[src/rtl/gray_code_pipe.sv]
// -----------------------------------------------------------------------------
// gray_code_pipe
//
// Pipelined, parametrised binary <-> Gray code converter with a valid/ready
// handshake on both sides. The direction is chosen per word by in_mode and
// travels with the word to out_mode.
//
//   mode 0 : binary -> Gray, g = b ^ (b >> 1), done entirely in stage 0.
//   mode 1 : Gray -> binary, b[i] = ^g[WIDTH-1:i]. The prefix XOR is resolved
//            MSB-first in chunks of CHUNK = ceil(WIDTH/STAGES) bits, one chunk
//            per stage, so no single stage has a WIDTH-deep XOR chain.
//
// Parameters
//   WIDTH   data width, 2..32
//   STAGES  pipeline register stages, 1..WIDTH (latency = STAGES cycles)
//
// Ports
//   clk         rising-edge clock
//   rst_n       asynchronous, active-low reset
//   in_valid    input word present
//   in_ready    block accepts the word this cycle (combinational from out_ready)
//   in_data     binary (mode 0) or Gray (mode 1) word
//   in_mode     0 = binary->Gray, 1 = Gray->binary
//   out_valid   result present
//   out_ready   consumer accepts the result
//   out_data    converted word
//   out_mode    in_mode that travelled with the word
//   xfer_count  16-bit wrapping count of output transfers
//               (only when GRAY_CODE_PIPE_COUNT_EN is defined)
//
// Build option
//   GRAY_CODE_PIPE_COUNT_EN  adds the xfer_count port and its counter.
// -----------------------------------------------------------------------------
module gray_code_pipe #(
    parameter int WIDTH  = 8,
    parameter int STAGES = 2
) (
    input  logic             clk,
    input  logic             rst_n,
    input  logic             in_valid,
    output logic             in_ready,
    input  logic [WIDTH-1:0] in_data,
    input  logic             in_mode,
    output logic             out_valid,
    input  logic             out_ready,
    output logic [WIDTH-1:0] out_data,
    output logic             out_mode
`ifdef GRAY_CODE_PIPE_COUNT_EN
    ,
    output logic [15:0]      xfer_count
`endif
);

    localparam int CHUNK = (WIDTH + STAGES - 1) / STAGES;

    // Elaboration-time guard against illegal configurations.
    generate
        if (WIDTH < 2 || WIDTH > 32) begin : g_bad_width
            $error("gray_code_pipe: WIDTH must be in 2..32");
        end
        if (STAGES < 1 || STAGES > WIDTH) begin : g_bad_stages
            $error("gray_code_pipe: STAGES must be in 1..WIDTH");
        end
    endgenerate

    // Per-stage payload. For mode 1, data holds already-resolved binary bits
    // above the next chunk and still-unresolved Gray bits below it; acc is
    // the XOR of every Gray bit above the next chunk, i.e. the seed for it.
    typedef struct packed {
        logic             acc;
        logic [WIDTH-1:0] data;
    } word_t;

    // Work done by stage s as the word is loaded into it.
    function automatic word_t stage_xform(input word_t w, input logic mode, input int s);
        word_t r;
        int    hi;
        int    lo;
        logic  a;
        r = w;
        if (mode) begin
            hi = WIDTH - 1 - s * CHUNK;
            lo = WIDTH - (s + 1) * CHUNK;
            if (lo < 0) lo = 0;
            a = w.acc;
            // Late stages may get an empty chunk (hi < lo) when STAGES does
            // not divide WIDTH evenly; they simply pass the word through.
            for (int i = WIDTH - 1; i >= 0; i--) begin
                if (i <= hi && i >= lo) begin
                    a          = a ^ w.data[i];
                    r.data[i]  = a;
                end
            end
            r.acc = a;
        end else if (s == 0) begin
            r.data = w.data ^ (w.data >> 1);
            r.acc  = 1'b0;
        end
        return r;
    endfunction

    // Stage registers
    logic [STAGES-1:0] v_q;
    logic [STAGES-1:0] mode_q;
    word_t             stage_q [STAGES];

    // Handshake chain and upstream view of every stage
    logic [STAGES:0]   adv;
    logic [STAGES-1:0] up_v;
    logic [STAGES-1:0] up_mode;
    word_t             up_w    [STAGES];

    // A stage may load when it is empty or when the stage below it moves on,
    // so bubbles collapse and an empty stage always accepts.
    always_comb begin
        adv[STAGES] = out_ready;
        for (int k = STAGES - 1; k >= 0; k--) begin
            adv[k] = !v_q[k] || adv[k + 1];
        end
    end

    // NOTE: every output of a combinational block is assigned on every path
    // (here each array element is written unconditionally), otherwise a
    // latch is inferred to remember the old value.
    always_comb begin
        up_v[0]    = in_valid;
        up_mode[0] = in_mode;
        up_w[0]    = {1'b0, in_data};
        for (int k = 1; k < STAGES; k++) begin
            up_v[k]    = v_q[k - 1];
            up_mode[k] = mode_q[k - 1];
            up_w[k]    = stage_q[k - 1];
        end
    end

    // NOTE: the data registers are reset along with the valid bits because
    // out_data and out_mode must read 0 after reset, not just out_valid.
    always_ff @(posedge clk or negedge rst_n) begin
        if (!rst_n) begin
            v_q    <= '0;
            mode_q <= '0;
            for (int k = 0; k < STAGES; k++) begin
                stage_q[k] <= '0;
            end
        end else begin
            // NOTE: state uses non-blocking assignments so every stage reads
            // its upstream neighbour's value from before this edge.
            for (int k = 0; k < STAGES; k++) begin
                if (adv[k]) begin
                    v_q[k] <= up_v[k];
                    // Payload only moves with a real word, so a bubble never
                    // disturbs the data sitting in a stage.
                    if (up_v[k]) begin
                        stage_q[k] <= stage_xform(up_w[k], up_mode[k], k);
                        mode_q[k]  <= up_mode[k];
                    end
                end
            end
        end
    end

    assign in_ready  = adv[0];
    assign out_valid = v_q[STAGES-1];
    assign out_data  = stage_q[STAGES-1].data;
    assign out_mode  = mode_q[STAGES-1];

`ifdef GRAY_CODE_PIPE_COUNT_EN
    // Counts completed output transfers; wraps naturally at 16 bits.
    always_ff @(posedge clk or negedge rst_n) begin
        if (!rst_n) begin
            xfer_count <= '0;
        end else if (out_valid && out_ready) begin
            xfer_count <= xfer_count + 16'd1;
        end
    end
`endif

endmodule

[config.mk]
export PLATFORM = sky130hd
export DESIGN_NAME = gray_code_pipe
export DESIGN_NICKNAME = d
export VERILOG_FILES = /design/src/rtl/gray_code_pipe.sv
export SDC_FILE = /design/constraint.sdc
export NUM_CORES = 1
export LEC_CHECK = 0
export CAP_MARGIN = 20
export CORE_UTILIZATION = 46
export CTS_BUF_LIST = sky130_fd_sc_hd__clkbuf_2 sky130_fd_sc_hd__clkbuf_4 sky130_fd_sc_hd__clkbuf_8
export CTS_CLUSTER_DIAMETER = 30
export DETAILED_ROUTE_END_ITERATION = 8
export PLACE_DENSITY = 0.75
export SKIP_LAST_GASP = 1
export SLEW_MARGIN = 20
export SYNTH_ARGS = -nofsm -noshare
export SYNTH_HDL_FRONTEND = slang
export SYNTH_SLANG_ARGS = --single-unit
[constraint.sdc]
create_clock -name clk -period 1.9 [get_ports clk]
set_input_delay 0.38 -clock clk [delete_from_list [all_inputs] [get_ports clk]]
set_output_delay 0.38 -clock clk [all_outputs]
set_load 0.03 [all_outputs]
==> metrics <==
post-synthesis async set-or-reset flop share 100.0%; pwr/cell area 1045 mW/mm²; DRT Wirelength 1621 µm; global-route usage over all layers 15.89%; CTS tree built; Setup Crit Path Kind reg2out; critical-path cell list clkdlybuf4s50_1; Max VDD drop 0.4437 mV; cell area after synthesis 0.001027 mm²; Buffers on Ports 23; commonest register cell after synthesis dfrtp_1; Max FO, Critical Path 3; Mapped Avg Cell Area 10.81 µm²; Clock Sink Count 21; WL/cell 11.42 µm; global routing usage on met1 19.64%; share of layout cells above drive strength 1 13.04%; Hold-fix buffers, CTS 0; Initial Util 50.80%; Top Ports 24; Root Buffer Master clkbuf_4; RSZ-0062 raised after global routing false; Clock Latency Late Sink 300 ps; post-synthesis sequential area ratio 51.16%; CP delay by family, top buffers and inverters; Post-DRT Antenna Nets 0; row count 16; slowest stage cell on the critical path clkdlybuf4s50_1; Synth area leader dfrtp_1; CP Launch Type flop; max incr delay on CP 680 ps; First DRT Iteration DRCs 8; initial antenna violation count 0; GPL Wtd Cong 0.7698; final slew viol count 0; GRT overflow 0; Final HPWL DP 1326 µm; Seq cells post-synth 21; cell count after synthesis 95; max cap viols 0; Final nets 129; vias post-DR 671; Warnings, synthesis 0; Inserted Clock Buffers 3; largest net degree at the start of global routing 22; fin cells 142; WP buf/inv 1; antenna cells 0; met2 Usage GRT 28.08%; DIE WIDTH 49.26 µm; fin crit share 92.48%; Critical Path AT 1380 ps; first-pass GRT wire length 2994 µm; CP Data Required Time 1520 ps; M3 GR Usage 0.9346%; syn nets 108; DR DRC count 0; Syn-to-layout area delta 23.63%; top post-synthesis cells by area dfrtp_1 (51%), mux2_2 (7.7%), xnor2_1 (6.8%); Core ar. 0.002022 mm²; Worst setup EP type output port; Final WS setup 142.9 ps; post-layout min period 1757 ps; Tightest Hold Check Type in2async; vias in the first global route 710; first drt pass iteration count 4; Tot Pwr 1.328 mW; most frequent cell after synthesis dfrtp_1; Worst-path clk slew 110 ps; clk buf depth 2; Setup WS pre-CTS 146.7 ps; number of synthesized flops with an enable pin 0; Worst Tran Pin Value 352.6 ps; status finished, final reports clean; Die Y-Extent 49.26 µm; DIE AREA 0.002426 mm²; post-cts sizing count 0; H-tree levels 1; Vias/cell 4.725; DP Cell Count 138; Final Setup Violations 0; FMAX 0.5691 GHz; leakage power 0.5516 nW; count of unique library cells instantiated by Yosys 22; peak-usage layer in the global routing report met2; worst rel slew slack 76.44%; Final Skew 4.777 ps; Post-synth top cells dfrtp_1 (21), nand2_1 (15), buf_4 (8), xnor2_1 (8); final setup TNS 0 ps; Post-CTS Setup Inserts 0; Fin. Hold Viols 0; share of the synthesized area in the top cell type 51.16%; reg2reg setup slack 360 ps
[flip-flops by register name, summed over array words and instances (netlist names)]
register  flops
mode_q        2
stage_q       9
out_data      8
v_q           2
[per-stage QoR]
stage          cell area [µm²]  util, %  hold WS [ps]
3_3_place_gp              1242    61.45         461.2
2_1_floorplan             1027        -         84.41
4_1_cts                   1270    62.81         406.5
6_report                  1270    62.81         401.9
5_1_grt                   1270    62.81         409.7
3_5_place_dp              1242    61.45         468.0
[kinds of logic (layout without fill, tap and decap cells)]
family | after synthesis | in the layout | share of synthesized area (%)
XOR/XNOR | 14 | 14 | 13.28
multiplexers | 7 | 7 | 7.674
AO/OA/AOI/OAI | 13 | 13 | 7.308
AND/OR/NAND/NOR | 29 | 29 | 13.52
flip-flops | 21 | 21 | 51.16
buffers and inverters | 11 | 31 | 7.064
[per-layer routing]
metal | part of all wire, % | wire, µm
met4 | 0.93 | 15
met5 | 0 | 0
met3 | 2.7 | 44
met2 | 52 | 850
met1 | 44 | 710
[placed cells by master, fill, tap and decap left out]
master and instances:
a211oi_1 1, a21o_1 1, a21oi_1 2, a221o_1 1
and2_1 1, buf_4 4, clkbuf_4 3, clkdlybuf4s50_1 22
clkinv_2 1, dfrtp_1 21, inv_1 1, mux2_2 7
nand2_1 15, nand2b_1 6, nand3_1 1, nand3b_1 1
nor2_1 2, nor2b_1 3, o21ai_0 7, o21ai_1 1
xnor2_1 8, xnor3_1 1, xor2_1 5
[area by class of cell]
cell class | count | area, µm²
Timing Repair Buffer | 26 | 250.2
Fill cell | 164 | 752.0
Multi-Input combinational cell | 63 | 429.2
Clock inverter | 1 | 5.005
Sequential cell | 21 | 525.5
Clock buffer | 3 | 22.52
Inverter | 1 | 3.754
Tap cell | 27 | 33.78
[where the power goes]
part	total [mW]	internal (mW)	switching, mW
sequential	0.608	0.545	0.0635
combinational	0.512	0.250	0.262
clock	0.207	0.0784	0.129
[final timing paths]
check                            startpoint          end  depth (start not counted)
max in group asynchronous             rst_n  stage_q[12]                          2
worst max-delay path                 v_q[1]    out_valid                          1
worst max register to register  stage_q[17]  out_data[0]                          4
worst min-delay path                  rst_n  stage_q[16]                          2
worst min register to register  out_data[3]  out_data[3]                          2
min in group clk                out_data[3]  out_data[3]                          2
No activity file was read; power rests on OpenSTA's default activity.
